`config.mk`:
```
export PLATFORM = sky130hd
export DESIGN_NAME = filt_scan
export DESIGN_NICKNAME = d
export VERILOG_FILES = /design/src/rtl/filt_scan.sv
export SDC_FILE = /design/constraint.sdc
export NUM_CORES = 1
export LEC_CHECK = 0
export CAP_MARGIN = 20
export CELL_PAD_IN_SITES_DETAIL_PLACEMENT = 0
export CELL_PAD_IN_SITES_GLOBAL_PLACEMENT = 1
export CORE_UTILIZATION = 29
export CTS_CLUSTER_SIZE = 8
export DETAILED_ROUTE_END_ITERATION = 8
export PLACE_DENSITY = 0.6
export SYNTH_ARGS = -nofsm -noshare
export SYNTH_HDL_FRONTEND = slang
export SYNTH_SLANG_ARGS = --single-unit
```
`constraint.sdc`:
```
create_clock -name clk -period 5.6 [get_ports clk]
set_input_delay 1.68 -clock clk [delete_from_list [all_inputs] [get_ports clk]]
set_output_delay 1.68 -clock clk [all_outputs]
set_load 0.05 [all_outputs]
```
`src/rtl/filt_scan.sv`:
```
// Time-shared 0/1 hysteresis filter: one evaluator scans N channels round-robin
// per sample tick, holding per-channel run counts and levels, and reports flips.
module filt_scan #(
    parameter int unsigned N     = 8,
    parameter int unsigned IDX_W = 3,
    parameter int unsigned DIV   = 16,
    parameter int unsigned THR   = 3
) (
    input  logic             clk,
    input  logic             rst,
    input  logic             en,
    input  logic [N-1:0]     i,
    output logic [N-1:0]     y,
    output logic             evt_valid,
    input  logic             evt_ready,
    output logic [IDX_W-1:0] evt_idx,
    output logic             evt_lvl,
    output logic             busy,
    output logic             ovf,
    input  logic             ovf_clr
);

    localparam int unsigned TW  = (DIV > 1) ? $clog2(DIV) : 1;
    localparam int unsigned CW  = (THR > 1) ? $clog2(THR + 1) : 1;
    localparam int unsigned CIW = CW + 1;

    typedef enum logic [1:0] {
        IDLE  = 2'd0,
        SCAN  = 2'd1,
        STALL = 2'd2
    } state_t;

    state_t           state;
    logic [TW-1:0]    tcnt;
    logic [N-1:0]     samp;
    logic [IDX_W-1:0] ptr;
    logic [CW-1:0]    cnt [N];

    logic             tick_c;
    logic             s_c;
    logic             lv_c;
    logic [CW-1:0]    c_c;
    logic [CIW-1:0]   c_inc_c;
    logic             flip_c;
    logic             slot_free_c;
    logic             last_c;

    // Sample tick divider; held at zero while disabled
    always_ff @(posedge clk or negedge rst) begin
        if (!rst) begin
            tcnt <= '0;
        end else if (!en) begin
            tcnt <= '0;
        end else if (tcnt == TW'(DIV - 1)) begin
            tcnt <= '0;
        end else begin
            tcnt <= tcnt + TW'(1);
        end
    end

    assign tick_c = en && (tcnt == TW'(DIV - 1));

    // Evaluator datapath for the channel under the scan pointer
    always_comb begin
        s_c         = samp[ptr];
        lv_c        = y[ptr];
        c_c         = cnt[ptr];
        c_inc_c     = CIW'(c_c) + CIW'(1);
        flip_c      = (s_c != lv_c) && (c_inc_c == CIW'(THR));
        slot_free_c = !evt_valid || evt_ready;
        last_c      = (ptr == IDX_W'(N - 1));
    end

    // Scan FSM, register bank and event slot
    always_ff @(posedge clk or negedge rst) begin
        if (!rst) begin
            state     <= IDLE;
            busy      <= 1'b0;
            samp      <= '0;
            ptr       <= '0;
            y         <= '0;
            evt_valid <= 1'b0;
            evt_idx   <= '0;
            evt_lvl   <= 1'b0;
            for (int unsigned k = 0; k < N; k++) begin
                cnt[k] <= '0;
            end
        end else begin
            if (evt_valid && evt_ready) begin
                evt_valid <= 1'b0;
            end
            case (state)
                IDLE: begin
                    if (tick_c) begin
                        samp  <= i;
                        ptr   <= '0;
                        state <= SCAN;
                        busy  <= 1'b1;
                    end
                end
                SCAN: begin
                    if (!flip_c || slot_free_c) begin
                        if (!flip_c) begin
                            cnt[ptr] <= (s_c == lv_c) ? '0 : c_inc_c[CW-1:0];
                        end else begin
                            y[ptr]    <= s_c;
                            cnt[ptr]  <= '0;
                            evt_valid <= 1'b1;
                            evt_idx   <= ptr;
                            evt_lvl   <= s_c;
                        end
                        if (last_c) begin
                            state <= IDLE;
                            busy  <= 1'b0;
                        end else begin
                            ptr <= ptr + IDX_W'(1);
                        end
                    end else begin
                        state <= STALL;
                    end
                end
                STALL: begin
                    if (slot_free_c) begin
                        state <= SCAN;
                    end
                end
                default: begin
                    state <= IDLE;
                    busy  <= 1'b0;
                end
            endcase
        end
    end

    // Sticky overflow: a tick that lands outside IDLE is dropped; set beats clear
    always_ff @(posedge clk or negedge rst) begin
        if (!rst) begin
            ovf <= 1'b0;
        end else if (tick_c && (state != IDLE)) begin
            ovf <= 1'b1;
        end else if (ovf_clr) begin
            ovf <= 1'b0;
        end
    end

endmodule

```
==> results of run 1 <==
-- synth_stat cells, types with 6 or more instances --
cell type	number	area share [%]
a31oi_1	8	2.1
nand3_1	6	1.2
a21oi_1	12	2.5
a41oi_1	6	2.2
mux2_2	20	9.3
dfrtp_1	48	50
clkbuf_1	10	1.6
nor2_1	9	1.4
o21ai_0	7	1.4
mux2_1	8	3.7
nand2_1	8	1.2
-- area by class of cell --
cell class	instances	share of cell area [%]
Sequential cell	48	41.6
Multi-Input combinational cell	139	39.9
Timing Repair Buffer	30	10.4
Tap cell	102	4.42
Clock buffer	6	2.86
Inverter	4	0.520
Clock inverter	1	0.303
-- power by group through the flow --
stage	sequential, mW	combinational (mW)	clock, mW
floorplan	0.357	0.00413	0
global placement	0.357	0.0201	0
detailed placement	0.357	0.0220	0
CTS	0.350	0.0221	0.223
global route	0.351	0.0246	0.236
finish	0.350	0.0210	0.214
-- worst max path at each step --
stage,slack (ps),to
after floorplan,2690,y[3]
after global placement,1980,y[3]
after detailed placement,1970,y[6]
after CTS,2260,y[6]
after global routing,1960,y[7]
final,2220,y[6]
-- state kept, by name, summed over array words and instances, names as in the netlist --
register and cells:
ovf 1, evt_valid 1, tcnt 4, ptr 3
samp 8, cnt 16, evt_lvl 1, state 2
busy 1, y 8, evt_idx 3
-- per-layer routing --
layer	global-route usage [%]	vias up	routed length (µm)
li1	-	817	-
met1	19.0	865	2660
met2	21.4	31	2450
met3	2.68	4	171
met4	3.85	0	63
met5	0	-	0
-- logic make-up after synthesis --
group | after synthesis | synth area share [%]
XOR/XNOR | 3 | 1.71
AO/OA/AOI/OAI | 51 | 15.1
adder cells (fa/ha/maj) | 4 | 2.07
multiplexers | 35 | 18.7
AND/OR/NAND/NOR | 46 | 10.1
flip-flops | 48 | 49.7
buffers and inverters | 17 | 2.74
==> impl_metrics.csv, run 1 <==
group,metric,value,unit
power_and_ir_drop,p_seq_share,59.8,%
clock_network,cts_setup_buffers,0,
critical_path,reg2reg_from,"ptr[1]",
critical_path,critical_path.max_fanout,20,
critical_path,crit_slowest_cell,"dfrtp_1",
global_route,grt_max_degree,30,
sta,rsz0062_at_grt,"false",
die,coreArea,0.00789,mm²
yosys,synth_cell_types,44,
clock_network,clock-sinks,48,
drt,drt-pass1-iter-count,4,
min_path,hp-start,"cnt[10]",
finish,drive_gt1_share,18.0,%
global_route,grt_pass1_vias,1788,
finish,utilization,36.6,%
global_route,grt_pass1_wl,9120,µm
critical_path,critPathKind,"flip-flop to flip-flop",
finish,multi_input_area,0.00115,mm²
critical_path,max_stage_delay,860,ps
finish,nFillCells,791,
critical_path,path_cells,"nor2b_1, a221o_1, a21oi_1, ha_1, and3_1, nand2_1, nor2_1, a31oi_1",
power_and_ir_drop,leakage,1.25,nW
critical_path,arrival,3530,ps
critical_path,start_kind,"flip-flop",
clock_network,cts_buffers,5,
power_and_ir_drop,p_sw,0.128,mW
yosys,ys_seq_elements,48,
critical_path,path_depth,8,
min_path,worstHoldPathCells,1,
yosys,synth_edf_count,0,
yosys,synth_cells,204,
critical_path,reg2reg_setup_slack,2220,ps
min_path,hold_path.class,"flip-flop to flip-flop",
placed_design,dp_hpwl,3770,µm
min_path,hold_path_end,"cnt[10]",
clock_network,clk_pin_slew,90,ps
sta,fmax,296,MHz
die,die_area,0.00871,mm²
finish,fin_nets,245,
sta,skew,14.2,ps
die,die_h,93.3,µm
critical_path,reg2reg_to,"y[6]",
placed_design,post-place-ws,1970,ps
finish,fin_cells,330,
finish,final_common_cell,"dfrtp_1",
yosys,yosysSeqAreaShare,49.7,%
sta,fin_crit,3380,ps
drt,vias,1717,
placed_design,post_dp_cell_area,0.00280,mm²
critical_path,crit_start,"ptr[1]",
global_route,grt_overflow,0,
sta,hold_viol,0,
drt,wirelength,5350,µm
sta,setup_tns,0,ps
critical_path,worst_path_dominant_cell_family,"simple AND/OR/NAND/NOR gates",
run_status,status,"completed",
sta,min_period_over_period,60.3,%
clock_network,cts_tree,"built",
placed_design,portBuffers,27,
power_and_ir_drop,power_frac_comb,3.6,%
power_and_ir_drop,fin_total_pwr,0.585,mW
yosys,yosys_most_used_dff,"dfrtp_1",
finish,final_cell_mix,"48 x dfrtp_1, 26 x clkdlybuf4s50_1, 20 x mux2_2, 12 x a21oi_1, 9 x nor2_1",
drt,drc,0,
power_and_ir_drop,p_int,0.458,mW
finish,synthToLayoutAreaGrowth,19.3,%
clock_network,h-tree-depth,2,
finish,postLayoutCellArea,0.00289,mm²
placed_design,gp_congestion,0.758,
yosys,yosysWarnings,0,
clock_network,clk-insertion-delay-late,300,ps
drt,drt_iter0_markers,73,
clock_network,post_cts_resized,0,
clock_network,cts_buffer_depth,2,
die,die_w,93.3,µm
yosys,ys_async_sr_fraction,100,%
critical_path,end_kind,"flip-flop",
power_and_ir_drop,ir_drop,0.0852,mV
power_and_ir_drop,switching_share,21.9,%
global_route,grt_antenna_before_repair,0,
die,start_util,30.7,%
sta,maxSlewHeadroom,47.5,%
global_route,grtUsageTotal,13.6,%
clock_network,ctsHoldBuffers,0,
critical_path,rr_worst_depth,8,
die,num_rows,32,
critical_path,cp.required,5750,ps
drt,viasPerCell,5.20,
sta,tightestPinTransition,787,ps
run,maxCapViolations,0,
sta,final-setup-viol-count,0,
power_and_ir_drop,p_per_area,203,mW/mm²
placed_design,dp_cells,323,
finish,diodes,0,
sta,hold_ws,500,ps
sta,drv_slew,0,
yosys,syn_area_per_cell,11.9,µm²
clock_network,cts-root-buf,"clkbuf_8",
yosys,synth_nets,221,
critical_path,critPathBufInv,0,
yosys,syn_area,0.00242,mm²
finish,seqCellArea,0.00120,mm²
drt,ant_nets,0,
sta,fin_ws,2220,ps
power_and_ir_drop,clockPowerShare,36.6,%
die,ioPinCount,28,
drt,wire_per_inst,16.2,µm
Note: power is estimated with default switching activity, not from simulation.
==> inputs of run 2 (changes only) <==
==> constraint.sdc (replaced) <==
create_clock -name clk -period 3.25 [get_ports clk]
set_input_delay 0.975 -clock clk [delete_from_list [all_inputs] [get_ports clk]]
set_output_delay 0.975 -clock clk [all_outputs]
set_load 0.05 [all_outputs]
==> run 2 against run 1 <==
Effect of this change:
- non-clock buffer count grew 10
- sequential power grew 72%
- worst setup slack lost 1700 ps
- largest power group unchanged
==> impl_metrics.csv, run 2 (synthesis results as in run 1) <==
group,metric,value,unit
finish,seqCellArea,0.00120,mm²
drt,drt-met1-wl,2670,µm
critical_path,reg2reg_from,"ptr[2]",
critical_path,start_kind,"flip-flop",
sta,fmax,363,MHz
clock_network,cts_tree,"built",
placed_design,post-place-ws,484,ps
clock_network,clock-sinks,48,
sta,skew,9.46,ps
drt,top_layer_used,"met4",
sta,rsz0062_at_grt,"false",
finish,final_common_cell,"dfrtp_1",
finish,top_regs,"cnt x16, samp x8, y x8",
critical_path,max_stage_delay,550,ps
critical_path,path_common_cell,"a22o_1",
power_and_ir_drop,leakage,1.29,nW
critical_path,cp.required,3440,ps
placed_design,dp_hpwl,3780,µm
clock_network,cts_buffer_depth,2,
placed_design,dp_cells,333,
drt,wire_per_inst,15.7,µm
finish,nFillCells,765,
finish,diodes,0,
clock_network,h-tree-depth,2,
clock_network,clk_pin_slew,90,ps
critical_path,reg2reg_setup_slack,490,ps
drt,drt-pass1-iter-count,4,
critical_path,reg2reg_to,"cnt[3]",
drt,wirelength,5350,µm
sta,drv_slew,0,
power_and_ir_drop,p_per_area,332,mW/mm²
global_route,grtUsageTotal,13.5,%
die,num_rows,32,
drt,drt_iter0_markers,56,
finish,drive_gt1_share,21.4,%
sta,setup_tns,0,ps
sta,tightestPinTransition,636,ps
clock_network,ctsHoldBuffers,0,
drt,drc,0,
finish,fin_cells,340,
sta,final-setup-viol-count,0,
finish,largest_reg_flops,16,
die,die_w,93.3,µm
die,start_util,30.7,%
placed_design,portBuffers,27,
run_status,status,"completed",
sta,fin_ws,494,ps
critical_path,critPathKind,"flip-flop to flip-flop",
finish,synthToLayoutAreaGrowth,22.0,%
placed_design,gp_congestion,0.795,
critical_path,crit_start,"ptr[2]",
drt,wl_met2,2360,µm
finish,utilization,37.4,%
critical_path,end_kind,"flip-flop",
global_route,grt_pass1_wl,9090,µm
global_route,grt_overflow,0,
min_path,hold_path.class,"flip-flop to flip-flop",
die,ioPinCount,28,
die,coreArea,0.00789,mm²
sta,hold_viol,0,
finish,final_cell_mix,"48 x dfrtp_1, 26 x clkdlybuf4s50_1, 20 x mux2_2, 12 x a21oi_1, 12 x buf_4",
run,maxCapViolations,0,
sta,maxSlewHeadroom,57.5,%
global_route,grt_max_degree,49,
drt,viasPerCell,5.21,
global_route,grt_antenna_before_repair,0,
die,die_area,0.00871,mm²
clock_network,post_cts_resized,0,
critical_path,path_cells,"and2_1, a22o_1, a22o_1, a21oi_1, ha_1, nand2_1, o2111ai_1, mux2_2",
die,die_h,93.3,µm
clock_network,cts_buffers,5,
drt,vias,1771,
critical_path,rr_worst_depth,8,
power_and_ir_drop,ir_drop,0.127,mV
clock_network,clk-insertion-delay-late,300,ps
critical_path,arrival,2940,ps
drt,dr_wl_met3,234,µm
sta,fin_crit,2760,ps
clock_network,cts_setup_buffers,0,
critical_path,critical_path.max_fanout,15,
critical_path,crit_end,"cnt[3]",
sta,min_period_over_period,84.8,%
finish,largest-register,"cnt",
finish,fin_nets,255,
finish,multi_input_area,0.00115,mm²
global_route,grt_pass1_vias,1759,
critical_path,crit_slowest_cell,"dfrtp_1",
clock_network,cts-root-buf,"clkbuf_8",
drt,ant_nets,0,
-- run 2: cell count changes in the layout (fill, tap and decap cells not counted) --
cell | before | now
clkinvlp_4 | 0 | 1
clkinv_2 | 0 | 1
buf_4 | 2 | 12
clkbuf_8 | 6 | 5
clkinv_4 | 1 | 0
-- run 2: critical path: cells and delay by family (launching register included) --
family	cells	cell delay [ps]
AOI/OAI and AO/OA	4	950
DFF	1	550
and+or+nand+nor	2	440
muxes	1	370
adders and majority gates	1	340
-- run 2: how the worst min path moves through the flow --
stage            start       to  slack [ps]  cells past startpoint
3_3_place_gp   samp[5]  samp[5]         480                      1
6_report        cnt[0]   cnt[0]         500                      1
2_1_floorplan  tcnt[0]  tcnt[0]         450                      1
5_1_grt         cnt[0]   cnt[0]         520                      1
4_1_cts        tcnt[0]  tcnt[0]         500                      1
3_5_place_dp    cnt[0]   cnt[0]         480                      1
-- run 2: power breakdown --
part           switching [mW]  leakage (nW)  internal (mW)  total [mW]
clock network           0.195        0.0400          0.146       0.341
registers             0.00354         0.653          0.600       0.603
logic                  0.0179         0.597         0.0188      0.0367
total                   0.217          1.29          0.764       0.981
-- run 2: layer usage --
layer | vias to the layer above | global-route usage, %
li1 | 837 | -
met1 | 880 | 19.8
met2 | 49 | 19.6
met3 | 5 | 2.52
met4 | 0 | 5.00
met5 | - | 0
-- run 2: area by class of cell --
class | count | share of cell area, %
clock buffers | 5 | 2.33
clock inverters | 2 | 0.424
inverters | 4 | 0.509
multi-input cells | 139 | 39.0
flip-flops and latches | 48 | 40.7
well taps | 102 | 4.32
repair buffers | 40 | 12.7
-- run 2: per-stage QoR --
step / instance area, µm² / hold WS [ps] / total power [mW]
2_1_floorplan: 2420 / 451 / 0.622
3_3_place_gp: 2870 / 483 / 0.653
3_5_place_dp: 2870 / 484 / 0.653
4_1_cts: 2950 / 500 / 1.00
5_1_grt: 2950 / 523 / 1.02
6_report: 2950 / 499 / 0.981
